$ cat config.mk
export PLATFORM = sky130hd
export DESIGN_NAME = dot_product_unit
export DESIGN_NICKNAME = d
export VERILOG_FILES = /design/src/rtl/coproc_pkg.sv /design/src/rtl/mac_unit.sv /design/src/rtl/dot_product_unit.sv
export SDC_FILE = /design/constraint.sdc
export NUM_CORES = 1
export LEC_CHECK = 0
export CORE_MARGIN = 2
export CORE_UTILIZATION = 54
export DETAILED_ROUTE_END_ITERATION = 10
export GPL_TIMING_DRIVEN = 0
export PLACE_DENSITY = 0.71
export SLEW_MARGIN = 5
export SYNTH_ARGS = -nofsm -noshare
export SYNTH_HDL_FRONTEND = slang
export SYNTH_HIERARCHICAL = 1
export SYNTH_SLANG_ARGS = --single-unit
$ cat constraint.sdc
create_clock -name i_Clock -period 12.25 [get_ports i_Clock]
set_input_delay 2.45 -clock i_Clock [delete_from_list [all_inputs] [get_ports i_Clock]]
set_output_delay 2.45 -clock i_Clock [all_outputs]
set_load 0.1 [all_outputs]
$ cat src/rtl/coproc_pkg.sv
// Shared state encoding, default widths and result limits for the matrix-multiply coprocessor.
package coproc_pkg;

    localparam int unsigned DEF_DATA_W   = 16;
    localparam int unsigned DEF_ACC_W    = 40;
    localparam int unsigned DEF_RESULT_W = 32;
    localparam int unsigned DEF_ADDR_W   = 10;
    localparam int unsigned DEF_IDX_W    = 8;
    localparam int unsigned DEF_A_BASE   = 0;
    localparam int unsigned DEF_B_BASE   = 512;

    localparam logic [DEF_RESULT_W-1:0] RESULT_MAX = {1'b0, {(DEF_RESULT_W-1){1'b1}}};
    localparam logic [DEF_RESULT_W-1:0] RESULT_MIN = {1'b1, {(DEF_RESULT_W-1){1'b0}}};

    typedef enum logic [2:0] {
        IDLE = 3'd0,
        RD_A = 3'd1,
        RD_B = 3'd2,
        MAC  = 3'd3,
        DONE = 3'd4
    } pe_state_e;

endpackage

$ cat src/rtl/mac_unit.sv
// Signed multiply-accumulate with a registered result stage.
// DOT_PRODUCT_SATURATE_EN selects saturation of the result instead of truncation.
module mac_unit
    import coproc_pkg::*;
#(
    parameter int unsigned DATA_W   = DEF_DATA_W,
    parameter int unsigned ACC_W    = DEF_ACC_W,
    parameter int unsigned RESULT_W = DEF_RESULT_W
) (
    input  logic                     clk,
    input  logic                     rst_n,
    input  logic                     clr,
    input  logic                     en,
    input  logic                     ld,
    input  logic signed [DATA_W-1:0] a,
    input  logic signed [DATA_W-1:0] b,
    output logic [RESULT_W-1:0]      result
);

    logic signed [2*DATA_W-1:0] prod;
    logic signed [ACC_W-1:0]    acc;
    logic [RESULT_W-1:0]        result_c;

    assign prod = a * b;

    always_ff @(posedge clk or negedge rst_n) begin
        if (!rst_n) begin
            acc <= '0;
        end else if (clr) begin
            acc <= '0;
        end else if (en) begin
            acc <= acc + ACC_W'(prod);
        end
    end

    // Overflow shows as disagreement among the bits above the result's sign bit.
    always_comb begin
        result_c = acc[RESULT_W-1:0];
`ifdef DOT_PRODUCT_SATURATE_EN
        if (!((&acc[ACC_W-1:RESULT_W-1]) || !(|acc[ACC_W-1:RESULT_W-1]))) begin
            result_c = acc[ACC_W-1] ? {1'b1, {(RESULT_W-1){1'b0}}}
                                    : {1'b0, {(RESULT_W-1){1'b1}}};
        end
`endif
    end

    always_ff @(posedge clk or negedge rst_n) begin
        if (!rst_n) begin
            result <= '0;
        end else if (ld) begin
            result <= result_c;
        end
    end

endmodule

$ cat src/rtl/dot_product_unit.sv
// Processing element computing one C[row][col] dot product over a shared, granted read port.
// DOT_PRODUCT_SATURATE_EN (in mac_unit) saturates o_Result instead of truncating it.
module dot_product_unit
    import coproc_pkg::*;
#(
    parameter int unsigned DATA_W   = DEF_DATA_W,
    parameter int unsigned ACC_W    = DEF_ACC_W,
    parameter int unsigned RESULT_W = DEF_RESULT_W,
    parameter int unsigned ADDR_W   = DEF_ADDR_W,
    parameter int unsigned IDX_W    = DEF_IDX_W,
    parameter int unsigned A_BASE   = DEF_A_BASE,
    parameter int unsigned B_BASE   = DEF_B_BASE
) (
    input  logic                i_Clock,
    input  logic                i_Reset_n,
    input  logic                i_Index_Valid,
    input  logic [IDX_W-1:0]    i_Row_Index,
    input  logic [IDX_W-1:0]    i_Column_Index,
    input  logic [IDX_W-1:0]    i_Dimension,
    output logic                o_Indexes_Received,
    output logic                o_Mem_Request,
    input  logic                i_Mem_Grant,
    output logic                o_Mem_Read,
    output logic [ADDR_W-1:0]   o_Mem_Address,
    input  logic [DATA_W-1:0]   i_Mem_Data,
    output logic [RESULT_W-1:0] o_Result,
    output logic                o_Result_Ready,
    input  logic                i_Result_Taken,
    output logic                o_Busy
);

    localparam int unsigned PROD_IW = 2 * IDX_W;

    pe_state_e         state;
    logic [IDX_W-1:0]  dim;
    logic [IDX_W-1:0]  k;
    logic [ADDR_W-1:0] a_addr;
    logic [ADDR_W-1:0] b_addr;
    logic [DATA_W-1:0] a_op;
    logic              rd_b_first;

    logic [PROD_IW-1:0] row_x_n;
    logic [ADDR_W-1:0]  a_addr_init;
    logic [ADDR_W-1:0]  b_addr_init;
    logic               k_last;
    logic               acc_clr;
    logic               acc_en;
    logic               res_ld;

    assign row_x_n     = PROD_IW'(i_Row_Index) * PROD_IW'(i_Dimension);
    assign a_addr_init = ADDR_W'(A_BASE) + ADDR_W'(row_x_n);
    assign b_addr_init = ADDR_W'(B_BASE) + ADDR_W'(i_Column_Index);
    assign k_last      = (k + IDX_W'(1)) == dim;

    // A read is issued only when the arbiter grants the outstanding request this cycle.
    assign o_Mem_Read = o_Mem_Request & i_Mem_Grant;

    assign acc_clr = (state == IDLE) & i_Index_Valid;
    assign acc_en  = (state == MAC);
    assign res_ld  = (state == DONE) & ~o_Result_Ready;

    always_ff @(posedge i_Clock or negedge i_Reset_n) begin
        if (!i_Reset_n) begin
            state              <= IDLE;
            dim                <= '0;
            k                  <= '0;
            a_addr             <= '0;
            b_addr             <= '0;
            a_op               <= '0;
            rd_b_first         <= 1'b0;
            o_Indexes_Received <= 1'b0;
            o_Mem_Request      <= 1'b0;
            o_Mem_Address      <= '0;
            o_Result_Ready     <= 1'b0;
            o_Busy             <= 1'b0;
        end else begin
            o_Indexes_Received <= 1'b0;
            rd_b_first         <= 1'b0;
            case (state)
                IDLE: begin
                    if (i_Index_Valid) begin
                        dim                <= i_Dimension;
                        k                  <= '0;
                        a_addr             <= a_addr_init;
                        b_addr             <= b_addr_init;
                        o_Indexes_Received <= 1'b1;
                        o_Busy             <= 1'b1;
                        if (i_Dimension == '0) begin
                            state <= DONE;
                        end else begin
                            state         <= RD_A;
                            o_Mem_Request <= 1'b1;
                            o_Mem_Address <= a_addr_init;
                        end
                    end
                end
                RD_A: begin
                    if (i_Mem_Grant) begin
                        state         <= RD_B;
                        o_Mem_Address <= b_addr;
                        rd_b_first    <= 1'b1;
                    end
                end
                RD_B: begin
                    // Read data for A is only valid in the cycle right after its read.
                    if (rd_b_first) begin
                        a_op <= i_Mem_Data;
                    end
                    if (i_Mem_Grant) begin
                        state         <= MAC;
                        o_Mem_Request <= 1'b0;
                        o_Mem_Address <= '0;
                    end
                end
                MAC: begin
                    a_addr <= a_addr + ADDR_W'(1);
                    b_addr <= b_addr + ADDR_W'(dim);
                    k      <= k + IDX_W'(1);
                    if (k_last) begin
                        state <= DONE;
                    end else begin
                        state         <= RD_A;
                        o_Mem_Request <= 1'b1;
                        o_Mem_Address <= a_addr + ADDR_W'(1);
                    end
                end
                DONE: begin
                    if (!o_Result_Ready) begin
                        o_Result_Ready <= 1'b1;
                    end else if (i_Result_Taken) begin
                        o_Result_Ready <= 1'b0;
                        o_Busy         <= 1'b0;
                        state          <= IDLE;
                    end
                end
                default: begin
                    state <= IDLE;
                end
            endcase
        end
    end

    mac_unit #(
        .DATA_W   (DATA_W),
        .ACC_W    (ACC_W),
        .RESULT_W (RESULT_W)
    ) u_mac (
        .clk    (i_Clock),
        .rst_n  (i_Reset_n),
        .clr    (acc_clr),
        .en     (acc_en),
        .ld     (res_ld),
        .a      (a_op),
        .b      (i_Mem_Data),
        .result (o_Result)
    );

endmodule

==> results.py <==
metrics = {
    "outcome": {
        "status": "finished clean",
    },
    "placed_design": {
        "port_buffers": 88,
        "place_area_sq_um": 20060,
        "dp_hpwl_mm": 38.78,
        "globalplace.congestion": 0.9425,
    },
    "finish": {
        "nFillCells": 2855,
        "n_antenna_cell": 0,
        "drive_gt1_frac": 0.05717,
        "fin_area_sq_um": 20630,
        "syn_to_final_growth_pct": 11.02,
        "nets": 2539,
        "final_cell_mix": "384 x inv_1, 316 x fa_1, 213 x nand2_1",
        "final_common_cell": "inv_1",
    },
    "yosys": {
        "syn_area_sq_um": 18580,
        "synthDistinctLibCells": 80,
        "ys.flop_type": "dfrtp_1",
        "ys_ff_latch": 134,
        "synth_edf_count": 0,
        "syn-num-nets": 2430,
        "ys_seq_area_frac": 0.1805,
        "synthArstFlopShare": 1.000,
        "yosys_warnings": 6,
        "synth_fa_ha_area_frac": 0.4260,
        "synth_top_family_by_area": "adder cells",
        "synth-compound-area-share": 0.07818,
        "synth_cells": 1942,
        "synth_simple_gate_area_frac": 0.1459,
        "muxShareOfSynthArea": 0.04370,
        "synth_xor_area_frac": 0.03360,
        "syn_avg_cell_area_sq_um": 9.568,
    },
    "floorplanning": {
        "fp.dieW_um": 189.5,
        "dieHeight_um": 189.5,
        "coreArea_sq_um": 33700,
        "start_util": 0.5513,
        "ios": 92,
        "rows": 67,
        "design.die.area_sq_um": 35910,
    },
    "critical_path": {
        "worst-r2r-cell-count": 21,
        "rrSetupSlack_ns": 5.23,
        "critPathLaunchType": "input pin",
        "reg2reg_from": "a_op[15]",
        "critPathArrivalTime_ns": 9.41,
        "worstPathMaxFanout": 10,
        "critical_path_class": "in -> reg",
        "crit_required_ns": 12.59,
        "end_kind": "flip-flop",
        "worstReg2RegEnd": "u_mac/acc[27]",
    },
    "timing": {
        "setup_violations": 0,
        "relSlewSlack": 0.2696,
        "fin_crit_sh": 0.7405,
        "drv_slew": 0,
        "tightest_slew_ns": 1.092,
        "fmax_mhz": 110.2,
        "fin_crit_ns": 9.071,
        "rsz0062_at_grt": "false",
        "fin_skew_ns": 0.01322,
        "finalHoldViolCount": 0,
        "tns_ns": 0,
    },
    "global_route": {
        "track_usage": 0.2833,
        "met2_usage": 0.4668,
        "grt_pass1_vias": 14830,
        "antenna_found_initial": 0,
        "grt_start_max_net_pins": 92,
        "gr-usage-met3": 0.04133,
        "grt_use_met1": 0.3787,
        "overflow": 0,
        "gr-max-usage-layer": "met2",
        "grt_pass1_wl_mm": 79.00,
    },
    "clock_tree": {
        "cts_resized": 0,
        "cts_root_buf": "clkbuf_16",
        "clk-insertion-delay-late_ns": 0.45,
        "cts_buffers": 17,
        "clock_sink_count": 134,
        "h-tree-depth": 4,
        "clkTransAtPathRegs_ns": 0.07,
        "cts_setup_buffers": 0,
        "cts-hold-fix-buffers": 0,
        "cts_buffer_depth": 2,
        "cts_tree": "yes",
    },
    "detailed_routing": {
        "drt-initial-drc-count": 925,
        "vias_per_cell": 5.488,
        "drt_wl_total_mm": 47.23,
        "vias": 13790,
        "drc": 0,
        "first_pass_iters": 6,
        "drtAntennaViolNets": 0,
        "post_drt_wl_per_cell_um": 18.80,
    },
    "worst_hold_path": {
        "hold_path_class": "reg -> reg",
        "holdPathEnd": "u_mac/result[2]",
        "hp-start": "u_mac/result[2]",
        "whs_path_depth": 1,
    },
    "run": {
        "drv_cap": 0,
    },
}
how the worst max path moves through the flow:
stage,start,endpoint,cells after the start
6_report,i_Mem_Data[1],u_mac/acc[27],22
3_5_place_dp,i_Mem_Data[1],u_mac/acc[27],22
5_1_grt,i_Mem_Data[1],u_mac/acc[27],22
2_1_floorplan,i_Mem_Data[1],u_mac/acc[27],21
3_3_place_gp,i_Mem_Data[4],u_mac/acc[27],20
4_1_cts,i_Mem_Data[1],u_mac/acc[27],22
worst max-delay path, cell delays in order:
cell,delay [ns]
clkdlybuf4s50_1,0.55
clkbuf_1,0.32
nand2_1,0.24
inv_1,0.09
fa_1,0.72
inv_1,0.11
fa_1,0.56
inv_1,0.30
fa_1,0.50
fa_1,0.51
fa_1,0.50
inv_1,0.05
fa_1,0.49
inv_1,0.05
ha_1,0.34
and3_4,0.22
and3_1,0.19
nand4_1,0.22
o2111ai_2,0.32
a31oi_1,0.20
and4b_1,0.25
a211o_1,0.22
metal layers:
| layer | vias up | wire, um |
|---|---|---|
| li1 | 6264 | - |
| met1 | 6909 | 19970 |
| met2 | 511 | 22600 |
| met3 | 102 | 2924 |
| met4 | 0 | 1741 |
| met5 | - | 0 |
cells by family (layout without fill, tap and decap cells):
logic type / after synthesis / count (layout)
simple gates: 555 / 555
buf+inv: 455 / 577
fa+ha+maj: 443 / 443
compound gates: 217 / 217
flops: 134 / 134
mux: 73 / 73
xor+xnor: 65 / 65
state kept, by name, summed over array words and instances (netlist names):
register            flops
a_addr                 10
a_op                   16
b_addr                 10
dim                     8
k                       8
o_Busy                  1
o_Indexes_Received      1
o_Mem_Address          10
o_Mem_Request           1
o_Result_Ready          1
rd_b_first              1
state                   3
u_mac/acc              32
u_mac/result           32
layout make-up:
type,count,area (sq um),area share
Multi-Input combinational cell,1353,13520,0.6554
Sequential cell,134,3353,0.1626
Inverter,386,1449,0.07024
Timing Repair Buffer,90,917.1,0.04446
Tap cell,448,560.5,0.02717
Clock buffer,19,452.9,0.02196
Buffer,69,262.8,0.01274
Clock inverter,13,112.6,0.005459
Yosys cell counts, types with 7 or more instances:
cell / number / area [sq um]
inv_1: 384 / 1441
fa_1: 316 / 6326
nand2_1: 213 / 799.5
and2_1: 151 / 944.7
dfrtp_1: 134 / 3353
ha_1: 127 / 1589
nor2_1: 90 / 337.8
a21oi_1: 62 / 310.3
clkbuf_1: 59 / 221.5
mux2_2: 49 / 551.8
xnor2_1: 45 / 394.1
o21ai_0: 38 / 190.2
nand3_1: 21 / 105.1
mux2i_1: 20 / 200.2
xor2_1: 16 / 140.1
o21ai_1: 15 / 75.07
nand2b_1: 14 / 87.58
a211oi_1: 12 / 90.09
a21o_1: 11 / 82.58
and3_1: 11 / 68.82
nor3_1: 10 / 50.05
o31ai_1: 9 / 67.56
nand4_1: 8 / 50.05
a31oi_1: 7 / 43.79
buf_1: 7 / 26.28
o21bai_1: 7 / 52.55
metrics by stage:
step	setup slack (ns)	instances	hold WS, ns	util
final	3.179	2512	0.5085	0.6121
after global routing	2.845	2512	0.5271	0.6121
after CTS	3.206	2512	0.5127	0.6121
after detailed placement	2.827	2480	0.4891	0.5953
after global placement	2.839	2478	0.4883	0.5941
after floorplan	4.187	1942	0.4678	-
Power is left out: the tool's default activity adds up to more than one toggle a clock period on the data nets, which glitch-free logic cannot reach.
